[src/rtl/clint_timer.sv]
// clint_timer: machine-mode timer with 64-bit mtime/mtimecmp and an active-low interrupt
//
// Ports:
//   clk_i    system clock, all state updates on the rising edge
//   rst_i    asynchronous active-high reset
//   req_i    bus request, every cycle with req_i=1 is accepted
//   we_i     1 = write, 0 = read, qualified by req_i
//   addr_i   word offset: 0/1 mtime lo/hi, 2/3 mtimecmp lo/hi, 4 ctrl {autoclr, en}, 5..7 reserved
//   wdata_i  write data
//   rdata_o  read data, valid with ack_o and held until the next ack
//   ack_o    one-cycle acknowledge, the cycle after each accepted request
//   ti_o     timer interrupt, active low, registered from mtime >= mtimecmp
//
// Optional build macro CLINT_TIMER_SNAPSHOT_EN: a read of mtime lo latches mtime hi
// into a shadow that reads of addr 1 return, giving a tear-free lo-then-hi 64-bit read.
module clint_timer #(
    parameter int unsigned PRESCALE   = 1,
    parameter logic [31:0] RST_CMP_HI = 32'hFFFF_FFFF
) (
    input  logic        clk_i,
    input  logic        rst_i,
    input  logic        req_i,
    input  logic        we_i,
    input  logic [2:0]  addr_i,
    input  logic [31:0] wdata_i,
    output logic [31:0] rdata_o,
    output logic        ack_o,
    output logic        ti_o
);
    logic [63:0] mtime_q, mtime_d, mtimecmp_q, mtimecmp_d;
    logic [15:0] pcnt_q, pcnt_d;
    logic [1:0]  ctrl_q, ctrl_d;
    logic [31:0] rdata_d, hi_rd;
    logic        wr, wr_mt, tick, match;

    assign wr    = req_i & we_i;
    assign wr_mt = wr && addr_i[2:1] == 2'b00;
    assign tick  = ctrl_q[0] && pcnt_q == 16'(PRESCALE - 1);
    assign match = mtime_q >= mtimecmp_q;

    // A bus write to either mtime half beats a coincident tick and restarts the prescaler.
    always_comb begin
        mtime_d    = (wr && addr_i == 3'd0) ? {mtime_q[63:32], wdata_i}
                   : (wr && addr_i == 3'd1) ? {wdata_i, mtime_q[31:0]}
                   : tick ? ((ctrl_q[1] && match) ? 64'd0 : mtime_q + 64'd1)
                   : mtime_q;
        pcnt_d     = (wr_mt || tick) ? 16'd0 : ctrl_q[0] ? pcnt_q + 16'd1 : pcnt_q;
        mtimecmp_d = (wr && addr_i == 3'd2) ? {mtimecmp_q[63:32], wdata_i}
                   : (wr && addr_i == 3'd3) ? {wdata_i, mtimecmp_q[31:0]}
                   : mtimecmp_q;
        ctrl_d     = (wr && addr_i == 3'd4) ? wdata_i[1:0] : ctrl_q;
        rdata_d    = (addr_i == 3'd0) ? mtime_q[31:0]
                   : (addr_i == 3'd1) ? hi_rd
                   : (addr_i == 3'd2) ? mtimecmp_q[31:0]
                   : (addr_i == 3'd3) ? mtimecmp_q[63:32]
                   : (addr_i == 3'd4) ? {30'd0, ctrl_q}
                   : 32'd0;
    end

`ifdef CLINT_TIMER_SNAPSHOT_EN
    logic [31:0] shadow_q, shadow_d;

    assign shadow_d = (wr && addr_i == 3'd1) ? wdata_i
                    : (req_i && !we_i && addr_i == 3'd0) ? mtime_q[63:32]
                    : shadow_q;
    assign hi_rd    = shadow_q;

    always_ff @(posedge clk_i or posedge rst_i) begin
        if (rst_i) shadow_q <= '0;
        else       shadow_q <= shadow_d;
    end
`else
    assign hi_rd = mtime_q[63:32];
`endif

    always_ff @(posedge clk_i or posedge rst_i) begin
        if (rst_i) begin
            mtime_q    <= '0;
            mtimecmp_q <= {RST_CMP_HI, 32'hFFFF_FFFF};
            pcnt_q     <= '0;
            ctrl_q     <= 2'b01;
            rdata_o    <= '0;
            ack_o      <= 1'b0;
            ti_o       <= 1'b1;
        end else begin
            mtime_q    <= mtime_d;
            mtimecmp_q <= mtimecmp_d;
            pcnt_q     <= pcnt_d;
            ctrl_q     <= ctrl_d;
            ack_o      <= req_i;
            ti_o       <= ~match;
            if (req_i) rdata_o <= rdata_d;
        end
    end
endmodule

[config.mk]
export PLATFORM = sky130hd
export DESIGN_NAME = clint_timer
export DESIGN_NICKNAME = d
export VERILOG_FILES = /design/src/rtl/clint_timer.sv
export SDC_FILE = /design/constraint.sdc
export NUM_CORES = 1
export LEC_CHECK = 0
export CAP_MARGIN = 20
export CELL_PAD_IN_SITES_DETAIL_PLACEMENT = 1
export CELL_PAD_IN_SITES_GLOBAL_PLACEMENT = 2
export CORE_MARGIN = 4
export CORE_UTILIZATION = 40
export DETAILED_ROUTE_END_ITERATION = 16
export PLACE_DENSITY_LB_ADDON = 0.25
export SETUP_SLACK_MARGIN = 0.1
export SKIP_LAST_GASP = 1
export SLEW_MARGIN = 20
export SYNTH_ARGS = -nofsm -noshare
export SYNTH_HDL_FRONTEND = slang
export SYNTH_SLANG_ARGS = --single-unit
[constraint.sdc]
create_clock -name clk_i -period 21.7 [get_ports clk_i]
set_input_delay 6.51 -clock clk_i [delete_from_list [all_inputs] [get_ports clk_i]]
set_output_delay 6.51 -clock clk_i [all_outputs]
set_load 0.02 [all_outputs]
======== Word level (Yosys, flattened, before mapping) ========
Cells that the tools add are included.
word-level totals
  bits in registers ....................... 180
  bits of input ports ..................... 39
  output and inout bits ................... 34
  logic and storage cells ................. 51
operators by class
  add/sub/neg operators ................... 2
  $lt $le $gt $ge ......................... 1
  eq/ne operators ......................... 5
  muxes and demuxes ....................... 12
  bitwise logic cells ..................... 4
  reduce and logical (&&, ||, !) cells .... 18
operators by type and width
  operator               number
  $mux 32                6
  $mux 64                3
  $add 64x1->64 const B  1
  $ge 64x64->1           1
  $mux 16                2
  $add 16x1->16 const B  1
  $logic_not 16->1       1
  $logic_and 1x1->1      8
  $eq 3x2->1 const B     2
  $reduce_and 2->1       3
  $reduce_bool 2->1      3
  $eq 3x1->1 const B     1
  $eq 3x3->1 const B     1
  $logic_not 3->1        1
  $not 1->1              3
  $logic_not 2->1        1
  $mux 2                 1
  $ne 2x2->1 const B     1
  $and 1x1->1            1
  $logic_or 1x1->1       1

======== Longest topological paths before layout ========
  word-level depth ........................ 6
  depth in mapped cells ................... 12
  depth with buffers taken out ............ 10

======== Least setup slack after synthesis ========
OpenSTA, ideal clock, no wires.
  path kind ............................... input to register
  start ................................... input port req_i
  end ..................................... register mtime_q[60]
  setup time .............................. 127 ps
  data arrival time ....................... 8485 ps
  data required time ...................... 21573 ps
  setup slack ............................. 13088 ps
  cell stages on the path ................. 9
  buffers on the path ..................... 1
  cell sequence ........................... clkbuf_1 -> nand2_1 -> nor3_1 -> nand2_1 -> a21boi_1 -> nand3_1 -> and3_1 -> nand4_1 -> o21ai_0
on the way
  word-level cells in the longest chain between the ends .. 4
  elaborated cells between the ends (all ways) .. 7
  classes of those cells .................. mux: 1; bitwise: 2; reduce/logical: 4
ends and longest elaborated chain
  element                                                                 RTL line  source
  from (decl)                                                             22        input logic req_i,
  $and 1x1->1 (*)                                                         36        assign wr = req_i & we_i;
  $logic_and 1x1->1, on equally long branches                             44, 43
  $reduce_bool 2->1 (no source line) / $not 1->1 (equally long branches)  n/a
  $reduce_and 2->1 (no source line)                                       n/a
  to (signal assigned)                                                    86        mtime_q <= mtime_d;
  to (decl)                                                               30        logic [63:0] mtime_q, mtime_d, mtimecmp_q, mtimecmp_d;
Every way passes the cells marked *; elsewhere a longest branch is shown, timed or not. The select of a mux whose other input is x is not followed.
A chain may end at the register's enable or synchronous reset.

======== Worst setup path in the final report ========
  start ................................... input port addr_i[2]
  end ..................................... register mtime_q[44]
on the way
  word-level cells in the longest chain between the ends .. 4
  elaborated cells between the ends (all ways) .. 8
  classes of those cells .................. eq/ne: 1; mux: 1; bitwise: 1; reduce/logical: 5
ends and longest elaborated chain
  element                                                                 RTL line  source
  from (decl)                                                             24        input logic [2:0] addr_i,
  $eq 3x1->1 / $logic_not 3->1 (equally long branches)                    44, 43
  $logic_and 1x1->1, on equally long branches                             44, 43
  $reduce_bool 2->1 (no source line) / $not 1->1 (equally long branches)  n/a
  $reduce_and 2->1 (no source line)                                       n/a
Several ways; a longest one is shown, not always the timed one. The select of a mux whose other input is x is not followed.

==> flow_summary_export.csv <==
group,metric,value,unit
run_status,outcome,"finished, final reports clean",
clock_tree,cts_root_buf,"clkbuf_16",
finish,drive_gt1_frac,0.112,
power,irDropWorstVdd,0.0557,mV
power,seqPwrFrac,0.377,
power,p_int,891,uW
critical_path,startpoint_type,"input pin",
global_route,grt_start_max_net_pins,108,
critical_path,worstPathRequired,22080,ps
clock_tree,htreeDepth,4,
placement,hpwl,26.2,mm
finish,final_cell_mix,"nand2_1, a21oi_1, o21ai_0, dfrtp_1, nor2_1",
clock_tree,clk_pin_slew_worst_paths,80,ps
critical_path,path_depth,9,
die,die_h,175,um
global_route,antenna_found_initial,1,
critical_path,critPathBufInv,3,
drt,drt_iter0_markers,734,
synthesis,synth_top_area_share,0.255,
critical_path,reg2regPathDepth,11,
timing,hold_viol_final,0,
drt,vias,10400,
timing,setup_violations,0,
global_route,grt_overflow,0,
hold_path,hold_path_class,"reg -> reg",
finish,layout_commonest_cell,"nand2_1",
critical_path,crit_fanout,37,
synthesis,yosysSeqAreaShare,0.411,
synthesis,synth_area,0.0112,mm^2
critical_path,cp_slowest_cell,"nand2_1",
drt,vias_per_cell,5.92,
hold_path,holdPathStages,2,
critical_path,cp_top_family,"simple AND/OR/NAND/NOR gates",
timing,relSlewSlack,0.259,
die,num_io_pins,73,
timing,fin_setup_tns,0,ps
synthesis,ys_warn_count,0,
synthesis,postSynthCellCount,1327,
die,initial_utilization,0.410,
synthesis,syn_nets,1433,
timing,max_freq,0.100,GHz
power,power.switching,665,uW
finish,post-route-util,0.473,
finish,finalNetCount,1471,
clock_tree,clk_latency,460,ps
drt,wl,38.0,mm
finish,areaGrowthSynthToFinish,15.5,%
clock_tree,cts_buffers,17,
synthesis,synth_largest_area_cell,"dfrtp_1",
clock_tree,postCtsHoldBufs,0,
placement,portBuffers,72,
timing,whs,517,ps
critical_path,path_class,"in -> reg",
timing,drv_slew,0,
drt,wl_per_cell,21.7,um
drt,drc,0,
synthesis,ys_seq_elements,180,
timing,rsz0062_at_grt,"no",
clock_tree,cts_resized,0,
clock_tree,cts_tree,"yes",
global_route,grt_pass1_wl,60.8,mm
flow_run,cap_violations,0,
timing,worst_slew_pin_slew,1110,ps
clock_tree,clock_path_buffers,2,
critical_path,endpoint_kind,"register",
synthesis,synth_area_leaders,"dfrtp_1, dfstp_2, ha_1",
die,die-area,0.0307,mm^2
critical_path,max_stage_delay,840,ps
power,switching_share,0.427,
power,power_frac_clock,0.225,
synthesis,synthDistinctLibCells,63,
placement,gp_congestion,0.844,
die,rows,60,
clock_tree,clkSinkCount,180,
timing,finalCritPeriodShare,0.461,
finish,diodes,0,
global_route,grt_util_all_layers,0.251,
die,fp.dieW,175,um
critical_path,worstPathCellList,"clkdlybuf4s50_1, buf_4, or3_1, buf_4, nand2_1, nand2_1, or4_1, a21oi_1, a221o_1",
synthesis,synth_edf_count,0,
timing,fin_skew,20.8,ps
drt,drtAntennaViolNets,0,
synthesis,postSynthAreaPerCell,8.42,um^2
synthesis,synth_flop_cell,"dfrtp_1",
power,combPwrFrac,0.398,
power,power,1.56,mW
clock_tree,post_cts_buffers,0,
die,fp.coreArea,0.0273,mm^2
critical_path,arrival,10380,ps
global_route,grt_pass1_vias,10700,
power,power.density,121,mW/mm^2
power,power_leakage,5.29,nW
synthesis,async_reset_ff_frac,1.00,
drt,firstDrtPassIters,5,
timing,layout_min_cycle_time,10000,ps
==> cell families after synthesis <==
group	synth area share
mux	0.0278
flops	0.411
buf+inv	0.0596
xor+xnor	0.0102
compound gates	0.203
fa+ha+maj	0.0750
simple gates	0.214
==> cells in the mapped netlist (all sizes together) (28+ instances only) <==
master and instances:
nand4 35, dfrtp 114, a22oi 42, clkbuf 66
dfstp 66, o21ai 116, a21oi 122, nand3 53
nor3 28, nor2 105, nand2 168, inv 103
ha 67
==> stage by stage <==
| step | instance area, um^2 | std cells | worst slack, ps |
|---|---|---|---|
| after floorplan | 11200 | 1327 | 10410 |
| after global placement | 12200 | 1718 | 11350 |
| after detailed placement | 12300 | 1718 | 11270 |
| after CTS | 12900 | 1750 | 11710 |
| after global routing | 12900 | 1750 | 11510 |
| final | 12900 | 1750 | 11700 |
==> registers in the layout, indices dropped and copies added, names as in the netlist <==
| name | count |
|---|---|
| mtime_q | 64 |
| mtimecmp_q | 64 |
| rdata_o | 32 |
| pcnt_q | 16 |
| ctrl_q | 2 |
| ack_o | 1 |
| ti_o | 1 |
==> final cells by class <==
type	count	area [um^2]
well taps	372	465
repair buffers	91	848
clock buffers	18	429
fillers	3216	14400
multi-input cells	972	5970
flip-flops and latches	180	4590
clock inverters	14	210
inverters	103	394
==> tightest hold or removal path, cell delays in order, from the launching register on <==
cell	delay (ps)
dfstp_2	370
inv_1	60
o21ai_0	80
==> power groups by stage <==
stage          sequential, mW  combinational [mW]  clock (mW)
2_1_floorplan           0.548               0.415           0
3_3_place_gp            0.585               0.589           0
3_5_place_dp            0.589               0.611           0
4_1_cts                 0.584               0.619       0.357
5_1_grt                 0.604               0.696       0.372
6_report                0.586               0.620       0.350
==> layer usage <==
metal	routed length, um	GRT usage	part of all wire
met1	17200	0.333	0.45
met2	18400	0.424	0.48
met3	1460	0.0387	0.038
met4	947	0.0750	0.025
met5	12	0	0.00032
==> worst paths after layout <==
kind                                       startpoint                    endpoint  slack, ps
max                                         addr_i[2]     mtime_q[44]$_DFFE_PP0P_      11700
max reg2reg                mtimecmp_q[51]$_DFFE_PP1P_     mtime_q[61]$_DFFE_PP0P_      17350
min in group asynchronous                       rst_i     rdata_o[10]$_DFFE_PP0P_       6610
min reg2reg                mtimecmp_q[53]$_DFFE_PP1P_  mtimecmp_q[53]$_DFFE_PP1P_        520
min                        mtimecmp_q[53]$_DFFE_PP1P_  mtimecmp_q[53]$_DFFE_PP1P_        520
max in group asynchronous                       rst_i     mtime_q[41]$_DFFE_PP0P_      13540
Power figures use the tool's default switching activity.
